File: src/rtl/apb_pkg.sv
// Shared types and default parameters for the APB command master.
// Holds the transfer FSM state type and a counter-width helper.
package apb_pkg;

   typedef enum logic [1:0] {
      IDLE,
      SETUP,
      ACCESS
   } apb_state_t;

   localparam int unsigned ADDR_W_DEF     = 32;
   localparam int unsigned DATA_W_DEF     = 32;
   localparam int unsigned FIFO_DEPTH_DEF = 4;
   localparam int unsigned TIMEOUT_DEF    = 16;

   // Wait counter width; a disabled timeout still keeps one bit.
   function automatic int unsigned cnt_bits(input int unsigned t);
      return (t == 0) ? 1 : $clog2(t + 1);
   endfunction

endpackage

File: src/rtl/apb_cmd_fifo.sv
// Synchronous command FIFO with full/empty flags.
// Ports: clk, rst (sync, active-high), push/din, pop/dout, full, empty.
module apb_cmd_fifo #(
   parameter int unsigned WIDTH = 8,
   parameter int unsigned DEPTH = 4
) (
   input  logic             clk,
   input  logic             rst,
   input  logic             push,
   input  logic [WIDTH-1:0] din,
   input  logic             pop,
   output logic [WIDTH-1:0] dout,
   output logic             full,
   output logic             empty
);

   localparam int unsigned AW = $clog2(DEPTH);

   logic [WIDTH-1:0] mem [DEPTH];
   logic [AW-1:0]    wptr;
   logic [AW-1:0]    rptr;
   logic [AW:0]      count;
   logic             do_push;
   logic             do_pop;

   // A full FIFO refuses a push even when a pop happens on the same edge.
   assign do_push = push && !full;
   assign do_pop  = pop && !empty;
   assign full    = (count == (AW+1)'(DEPTH));
   assign empty   = (count == '0);
   assign dout    = mem[rptr];

   always_ff @(posedge clk) begin
      if (do_push) mem[wptr] <= din;
   end

   always_ff @(posedge clk) begin
      if (rst) begin
         wptr  <= '0;
         rptr  <= '0;
         count <= '0;
      end else begin
         if (do_push) wptr <= wptr + 1'b1;
         if (do_pop)  rptr <= rptr + 1'b1;
         unique case ({do_push, do_pop})
            2'b10:   count <= count + 1'b1;
            2'b01:   count <= count - 1'b1;
            default: count <= count;
         endcase
      end
   end

endmodule

File: src/rtl/apb_cmd_master.sv
// Queues commands and issues them one at a time as APB4 transfers.
// Ports: PCLK/PRESET, cmd_* in, rsp_* out, busy, APB master signals.
import apb_pkg::*;

module apb_cmd_master #(
   parameter int unsigned ADDR_W     = ADDR_W_DEF,
   parameter int unsigned DATA_W     = DATA_W_DEF,
   parameter int unsigned FIFO_DEPTH = FIFO_DEPTH_DEF,
   parameter int unsigned TIMEOUT    = TIMEOUT_DEF,
   localparam int unsigned STRB_W    = DATA_W / 8
) (
   input  logic              PCLK,
   input  logic              PRESET,
   input  logic              cmd_valid,
   output logic              cmd_ready,
   input  logic              cmd_write,
   input  logic [ADDR_W-1:0] cmd_addr,
   input  logic [DATA_W-1:0] cmd_wdata,
   input  logic [STRB_W-1:0] cmd_strb,
   input  logic [2:0]        cmd_prot,
   output logic              rsp_valid,
   input  logic              rsp_ready,
   output logic [DATA_W-1:0] rsp_rdata,
   output logic              rsp_err,
   output logic              rsp_timeout,
   output logic              busy,
   output logic              PSEL,
   output logic              PENABLE,
   output logic              PWRITE,
   output logic [ADDR_W-1:0] PADDR,
   output logic [DATA_W-1:0] PWDATA,
   output logic [STRB_W-1:0] PSTRB,
   output logic [2:0]        PPROT,
   input  logic [DATA_W-1:0] PRDATA,
   input  logic              PREADY,
   input  logic              PSLVERR
);

   localparam int unsigned CW = cnt_bits(TIMEOUT);
   localparam int unsigned FW = 1 + 3 + STRB_W + DATA_W + ADDR_W;

   apb_state_t        state, state_d;
   logic [CW-1:0]     cnt, cnt_d, cnt_inc;
   logic              queued_q;
   logic              pop;
   logic              fifo_full, fifo_empty;
   logic [FW-1:0]     head;
   logic              h_write;
   logic [2:0]        h_prot;
   logic [STRB_W-1:0] h_strb;
   logic [DATA_W-1:0] h_wdata;
   logic [ADDR_W-1:0] h_addr;

   logic              psel_d, penable_d, pwrite_d;
   logic [ADDR_W-1:0] paddr_d;
   logic [DATA_W-1:0] pwdata_d;
   logic [STRB_W-1:0] pstrb_d;
   logic [2:0]        pprot_d;
   logic              rsp_valid_d, rsp_err_d, rsp_timeout_d;
   logic [DATA_W-1:0] rsp_rdata_d;

   assign cmd_ready = !fifo_full && !PRESET;

   apb_cmd_fifo #(
      .WIDTH (FW),
      .DEPTH (FIFO_DEPTH)
   ) u_fifo (
      .clk   (PCLK),
      .rst   (PRESET),
      .push  (cmd_valid && cmd_ready),
      .din   ({cmd_write, cmd_prot, cmd_strb, cmd_wdata, cmd_addr}),
      .pop   (pop),
      .dout  (head),
      .full  (fifo_full),
      .empty (fifo_empty)
   );

   assign {h_write, h_prot, h_strb, h_wdata, h_addr} = head;

   assign busy    = !fifo_empty || (state != IDLE) || rsp_valid;
   assign cnt_inc = cnt + 1'b1;

   always_comb begin
      state_d       = state;
      cnt_d         = cnt;
      pop           = 1'b0;
      psel_d        = PSEL;
      penable_d     = PENABLE;
      pwrite_d      = PWRITE;
      paddr_d       = PADDR;
      pwdata_d      = PWDATA;
      pstrb_d       = PSTRB;
      pprot_d       = PPROT;
      rsp_valid_d   = rsp_valid;
      rsp_err_d     = rsp_err;
      rsp_timeout_d = rsp_timeout;
      rsp_rdata_d   = rsp_rdata;

      if (rsp_valid && rsp_ready) rsp_valid_d = 1'b0;

      unique case (state)
         IDLE: begin
            // Launch only from the registered view of the queue, which
            // puts PSEL two edges after a command lands in an empty FIFO.
            if (queued_q && !fifo_empty && (!rsp_valid || rsp_ready)) begin
               pop       = 1'b1;
               state_d   = SETUP;
               cnt_d     = '0;
               psel_d    = 1'b1;
               penable_d = 1'b0;
               pwrite_d  = h_write;
               paddr_d   = h_addr;
               pprot_d   = h_prot;
               pwdata_d  = h_write ? h_wdata : '0;
               pstrb_d   = h_write ? h_strb : '0;
            end
         end
         SETUP: begin
            state_d   = ACCESS;
            cnt_d     = '0;
            penable_d = 1'b1;
         end
         ACCESS: begin
            if (PREADY) begin
               state_d       = IDLE;
               psel_d        = 1'b0;
               penable_d     = 1'b0;
               pstrb_d       = '0;
               rsp_valid_d   = 1'b1;
               rsp_err_d     = PSLVERR;
               rsp_timeout_d = 1'b0;
               rsp_rdata_d   = PWRITE ? '0 : PRDATA;
            end else if (TIMEOUT != 0 && cnt_inc == CW'(TIMEOUT)) begin
               state_d       = IDLE;
               psel_d        = 1'b0;
               penable_d     = 1'b0;
               pstrb_d       = '0;
               rsp_valid_d   = 1'b1;
               rsp_err_d     = 1'b1;
               rsp_timeout_d = 1'b1;
               rsp_rdata_d   = '0;
            end else begin
               cnt_d = cnt_inc;
            end
         end
         default: state_d = IDLE;
      endcase
   end

   always_ff @(posedge PCLK) begin
      if (PRESET) begin
         state       <= IDLE;
         cnt         <= '0;
         queued_q    <= 1'b0;
         PSEL        <= 1'b0;
         PENABLE     <= 1'b0;
         PWRITE      <= 1'b0;
         PADDR       <= '0;
         PWDATA      <= '0;
         PSTRB       <= '0;
         PPROT       <= '0;
         rsp_valid   <= 1'b0;
         rsp_err     <= 1'b0;
         rsp_timeout <= 1'b0;
         rsp_rdata   <= '0;
      end else begin
         state       <= state_d;
         cnt         <= cnt_d;
         queued_q    <= !fifo_empty;
         PSEL        <= psel_d;
         PENABLE     <= penable_d;
         PWRITE      <= pwrite_d;
         PADDR       <= paddr_d;
         PWDATA      <= pwdata_d;
         PSTRB       <= pstrb_d;
         PPROT       <= pprot_d;
         rsp_valid   <= rsp_valid_d;
         rsp_err     <= rsp_err_d;
         rsp_timeout <= rsp_timeout_d;
         rsp_rdata   <= rsp_rdata_d;
      end
   end

endmodule
File: config.mk
export PLATFORM = sky130hd
export DESIGN_NAME = apb_cmd_master
export DESIGN_NICKNAME = d
export VERILOG_FILES = /design/src/rtl/apb_pkg.sv /design/src/rtl/apb_cmd_fifo.sv /design/src/rtl/apb_cmd_master.sv
export SDC_FILE = /design/constraint.sdc
export NUM_CORES = 1
export LEC_CHECK = 0
export ABC_AREA = 1
export CAP_MARGIN = 20
export CORE_AREA = 2 2 184 168
export DETAILED_ROUTE_END_ITERATION = 10
export DIE_AREA = 0 0 186 170
export HOLD_SLACK_MARGIN = 0.1
export MAX_ROUTING_LAYER = met4
export PLACE_DENSITY = 0.82
export SLEW_MARGIN = 20
export SYNTH_ARGS = -nofsm -noshare
export SYNTH_HDL_FRONTEND = slang
export SYNTH_HIERARCHICAL = 1
export SYNTH_SLANG_ARGS = --single-unit
File: constraint.sdc
create_clock -name PCLK -period 13.18 [get_ports PCLK]
set_input_delay 1.318 -clock PCLK [delete_from_list [all_inputs] [get_ports PCLK]]
set_output_delay 1.318 -clock PCLK [all_outputs]
set_load 0.01 [all_outputs]
# After elaboration in Yosys (flattened, before gate mapping)
# Memories as Yosys holds them, arrays and structs flattened. A register that Yosys moved wholly into a read port is not among the register bits.
# Index checks and enable logic that the tools add are counted.
# Widths: inputs -> output; s select.
classes:
  n_eq_ne: 10
  n_reduce_logical: 27
  addsub: 5
  mux: 37
op_table:
  columns: ["cell", "n"]
  rows:
  - ["$mux 32", 4]
  - ["$mux 4", 4]
  - ["$mux 1", 15]
  - ["$mux 5", 3]
  - ["$pmux 5 s3", 1]
  - ["$mux 2", 5]
  - ["$pmux 4 s2", 1]
  - ["$reduce_bool 2->1", 4]
  - ["$logic_and 1x1->1", 7]
  - ["$ne 2x2->1 const B", 3]
  - ["$pmux 2 s3", 1]
  - ["$pmux 3 s2", 1]
  - ["$reduce_and 2->1", 3]
  - ["$reduce_and 3->1", 2]
  - ["$add 5x1->5 const B", 1]
  - ["$eq 5x5->1 const B", 1]
  - ["$add 2x1->2 const B", 2]
  - ["$eq 2x1->1 const B", 2]
  - ["$eq 2x2->1 const B", 2]
  - ["$logic_not 1->1", 4]
  - ["$reduce_and 4->1", 1]
  - ["$add 3x1->3 const B", 1]
  - ["$eq 3x3->1 const B", 1]
  - ["$logic_not 3->1", 1]
  - ["7 further kinds", 9]
word_totals:
  regBits: 124
  word_cells: 97
  mem_count: 1
  in_bits: 110
  out_inout_bits: 111
  ramBits: 288
mem_list:
  columns: ["name", "depth", "word_bits", "rd", "rd_clocked_by_memory_dff", "write_ports", "line_no", "source"]
  rows:
  - ["u_fifo.mem", 4, 72, 1, 1, 1, "apb_cmd_fifo.sv:19", "logic [WIDTH-1:0] mem [DEPTH];"]

# Longest topological paths before layout
logic_depth:
  depth_word: 9
  ltp_mapped: 18
  mapped_depth_nobuf: 17

# Cells and area by module
# Netlist, hierarchy kept.
by_module_without_submodules:
  columns: ["mod", "area_each_um2", "n_inst", "cells_per_inst", "seq_area_each_um2"]
  rows:
  - ["apb_cmd_fifo", 11578.6, 1, 766, 8828.5]
  - ["apb_cmd_master", 4475.5, 1, 570, 2342.2]

# Least setup slack after synthesis
# No wires, ideal clock.
synth_timing:
  path_type: "input -> register"
  from: "input PRESET"
  to: "memory u_fifo/mem[0][0] in the netlist's numbering (enable)"
  t_arrival_ns: 5.033
  n_path_buf: 1
  setup_ns: 0.503
  cell_stages: 4
  path_slack_ns: 7.644
  cell_sequence: "clkbuf_1 nor3b_1 nand2_1 nor2_1"
synth_via:
  elab_chain_len: 6
synth_rtl:
  columns: ["element", "line_no", "source"]
  rows:
  - ["start, declared", "apb_cmd_master.sv:13", "input logic PRESET,"]
  - ["$logic_not 1->1", "apb_cmd_master.sv:62", "assign cmd_ready = !fifo_full && !PRESET;"]
  - ["$logic_and 1x1->1", "apb_cmd_master.sv:62", null]
  - ["$logic_and 1x1->1", "apb_cmd_master.sv:70", ".push (cmd_valid && cmd_ready),"]
  - ["$logic_and 1x1->1", "apb_cmd_fifo.sv:27", "assign do_push = push && !full;"]
  - ["$mux 1", "apb_cmd_fifo.sv:34", "if (do_push) mem[wptr] <= din;"]
  - ["$mux 1 (implied by the code)", "apb_cmd_fifo.sv:34", null]
  - ["end, declared", "apb_cmd_fifo.sv:19", null]
# Every way passes these cells.

# Final worst setup path
layout_timing:
  from: "input cmd_valid"
  to: "memory u_fifo/mem[0][53] in the netlist's numbering (enable)"
layout_via:
  elab_chain_len: 4
layout_rtl:
  columns: ["element", "line_no", "source"]
  rows:
  - ["start, declared", "apb_cmd_master.sv:14", "input logic cmd_valid,"]
  - ["$logic_and 1x1->1", "apb_cmd_master.sv:70", null]
  - ["$logic_and 1x1->1", "apb_cmd_fifo.sv:27", null]
  - ["$mux 1", "apb_cmd_fifo.sv:34", null]
  - ["$mux 1 (implied by the code)", "apb_cmd_fifo.sv:34", null]
# Every way passes these cells.

==> flow_summary_export.csv <==
group,metric,value,unit
timing,hold_viol,0,
setup_path,startpoint_type,"primary input",
synth,yosys_register_bits,414,
setup_path,crit_buf_inv,2,
place,gp_congestion,0.816,
detailed_routing,wl_met1,15100,um
synth,ys_warn_count,6,
timing,fmax,249,MHz
synth,synth-seq-area-share,0.696,
clocking,cts_buffer_depth,3,
pwr,peakVddDrop,0.111,mV
timing,post-route-period-util,0.304,
timing,clock_skew,15.9,ps
timing,fin_crit,4010,ps
global_route,antenna_found_initial,5,
run,cap_violations,0,
place,portBuffers,220,
synth,synth_edf_count,288,
timing,worst_pin_slew,1010,ps
timing,slew_violations,0,
detailed_routing,drtIter0Drc,912,
detailed_routing,vias,10900,
global_route,grt_overflow,0,
detailed_routing,routed-wl-met3,2960,um
detailed_routing,ant_nets,0,
min_path,min-delay-path-class,"flop to flop",
setup_path,worstPathArrival,4170,ps
pwr,switching_share,0.221,
synth,synth.distinct_cells,36,
setup_path,worstPathCellList,"clkdlybuf4s50_1 -> nor3b_1 -> nand2_1 -> nor2_4 -> buf_4",
run_status,status,"completed",
clocking,postCtsSetupRepairBufs,0,
setup_path,crit_family,"simple AND/OR/NAND/NOR gates",
layout,syn_to_final_growth,23.0,%
synth,async_reset_ff_frac,0,
pwr,power_frac_clock,0.409,
pwr,p_comb_frac,0.067,
detailed_routing,wirelength,37100,um
setup_path,startpoint,"cmd_valid",
timing,worst_slack,9170,ps
global_route,grt.total_usage,0.238,
synth,synth_area_leaders,"edfxtp_1, dfxtp_1, o21ai_0",
detailed_routing,drc_errors,0,
layout,final_nets,1643,
detailed_routing,dr_wl_met2,18000,um
clocking,clk_pin_slew_worst_paths,60,ps
detailed_routing,drtPass1Iterations,5,
timing,rsz0062_at_grt,"no",
detailed_routing,drt-wirelength-per-cell,18.8,um
pwr,p_switching,0.000609,W
setup_path,r2r-start,"u_fifo/count[1]",
detailed_routing,vias_per_cell,5.55,
synth,yosysTopAreaCell,"edfxtp_1",
clocking,hold_buffers,0,
layout,drive_gt1_frac,0.136,
synth,synthFlopType,"edfxtp_1",
clocking,cts_resized,0,
clocking,insertion_delay,540,ps
global_route,grt_max_degree,93,
clocking,numCtsBuffers,41,
place,dp_hpwl,21000,um
floorplanning,die_h,170,um
timing,final-setup-viol-count,0,
timing,fin_tns_setup,0,ps
place,place_inst,1886,
pwr,seqPwrFrac,0.523,
global_route,first_global_vias,10700,
pwr,leakage,6.90,nW
clocking,root_buffer,"clkbuf_16",
setup_path,max_stage_delay,810,ps
global_route,grt_pass1_wl,56600,um
synth,syn_nets,1453,
min_path,hold_start,"rsp_rdata[29]",
setup_path,crit_required,13340,ps
clocking,cts_sinks,414,
floorplanning,start_util,0.541,
floorplanning,die_w,186,um
floorplanning,core,29700,sq um
detailed_routing,dr.max_layer_used,"met4",
setup_path,end_kind,"flop",
clocking,htree_levels,2,
synth,syn_avg_cell_area,12.0,sq um
timing,relSlewSlack,0.328,
synth,syn_inst,1336,
synth,netlist_area,16100,sq um
layout,fin_cells,1967,
floorplanning,die_area,31600,sq um
setup_path,cp_max_fo,46,
pwr,p_per_area,140,nW/um^2
synth,yosysTopAreaCellShare,0.539,
place,place_ws,8630,ps
floorplanning,row_count,60,
setup_path,critical_path_class,"primary input to flop",
floorplanning,ios,221,
pwr,p_int,0.00215,W
setup_path,cp_slowest_cell,"nor2_4",
layout,final_util,0.666,
clocking,cts_tree,"done",
[power by group through the flow]
stage | Combinational (W) | Sequential, W | Clock, W
final | 0.000186 | 0.00144 | 0.00113
after global routing | 0.000202 | 0.00145 | 0.00120
after CTS | 0.000186 | 0.00144 | 0.00115
after detailed placement | 0.000185 | 0.00147 | 0
after global placement | 0.000179 | 0.00147 | 0
after floorplan | 0.0000897 | 0.00147 | 0
[worst paths after layout]
path / endpoint / slack (ps) / depth (start not counted)
worst max-delay path: u_fifo/mem[0][53] / 9170 / 5
worst min-delay path: rsp_rdata[29] / 450 / 2
worst max register to register: u_fifo/mem[0][53] / 9820 / 7
worst min register to register: rsp_rdata[29] / 450 / 2
[logic make-up after synthesis]
group           Yosys count  share of synthesized area
simple gates            491                      0.139
flops                   414                      0.696
compound gates          297                      0.118
buf+inv                 127                     0.0404
fa+ha+maj                 7                    0.00592
[flip-flops by register name, summed over array words and instances, names as in the netlist, named ones only]
| signal | count |
|---|---|
| PSEL | 1 |
| rsp_err | 1 |
| PADDR | 32 |
| state | 2 |
| PWDATA | 32 |
| PSTRB | 4 |
| queued_q | 1 |
| u_fifo/count | 3 |
| rsp_valid | 1 |
| u_fifo/rptr | 2 |
| cnt | 5 |
| rsp_timeout | 1 |
| rsp_rdata | 32 |
| PPROT | 3 |
| u_fifo/wptr | 2 |
| PWRITE | 1 |
| PENABLE | 1 |
| u_fifo/mem | 288 |
[worst reg2reg max path, delay by kind of cell, from the launching register on]
family,cells,cell delay [ps]
buffers and inverters,2,850
and+or+nand+nor,5,1750
DFF,1,360
[placed cells by master, fill, tap and decap left out, types with 2 or more instances in the layout]
| master | count |
|---|---|
| diode_2 | 5 |
| inv_2 | 2 |
| clkinvlp_2 | 2 |
| clkinv_2 | 6 |
| clkbuf_8 | 4 |
| inv_1 | 38 |
| nor2_2 | 50 |
| nand3_2 | 2 |
| ha_1 | 6 |
| o22ai_2 | 50 |
| o21ai_1 | 10 |
| clkbuf_16 | 41 |
| clkinv_1 | 3 |
| o21ai_0 | 174 |
| clkinv_8 | 2 |
| a21oi_1 | 39 |
| clkdlybuf4s50_1 | 219 |
| edfxtp_1 | 288 |
| nand4_1 | 39 |
| inv_6 | 4 |
| nand2_2 | 13 |
| o22ai_1 | 21 |
| nand2_1 | 131 |
| nor2_4 | 7 |
| nor2_1 | 192 |
| clkinvlp_4 | 5 |
| dfxtp_1 | 124 |
| bufinv_16 | 2 |
| nand3_1 | 52 |
| buf_4 | 12 |
| clkbuf_1 | 8 |
[cell type report]
cell class	instances	area, sq um
antenna	5	12.5
tap	403	504
sequential	414	11200
clock buffer	53	1110
timing repair buffer	232	2290
clock inverter	23	208
fill	2084	9900
inverter	42	165
multi-input combinational	795	4290
[Yosys cell counts, types with 35 or more instances]
cell type	number
nor2_1	197
inv_1	38
nor2_2	50
edfxtp_1	288
nand4_1	39
o21ai_0	174
o22ai_2	50
clkbuf_1	35
a21oi_1	39
nand3_1	52
dfxtp_1	126
nand2_1	131
[stage by stage]
step	power (W)	instance area (sq um)	hold WS, ps
global route	0.00285	19800	471
global placement	0.00165	18400	436
finish	0.00276	19800	452
CTS	0.00278	19700	455
floorplan	0.00156	16100	459
detailed placement	0.00166	18400	441
[per-layer routing]
metal  vias up  track usage
li1       5141            -
met1      5267        0.293
met2       424        0.393
met3        76       0.0460
met4         0       0.0876
met5         -            -
Power figures use the tool's default switching activity.
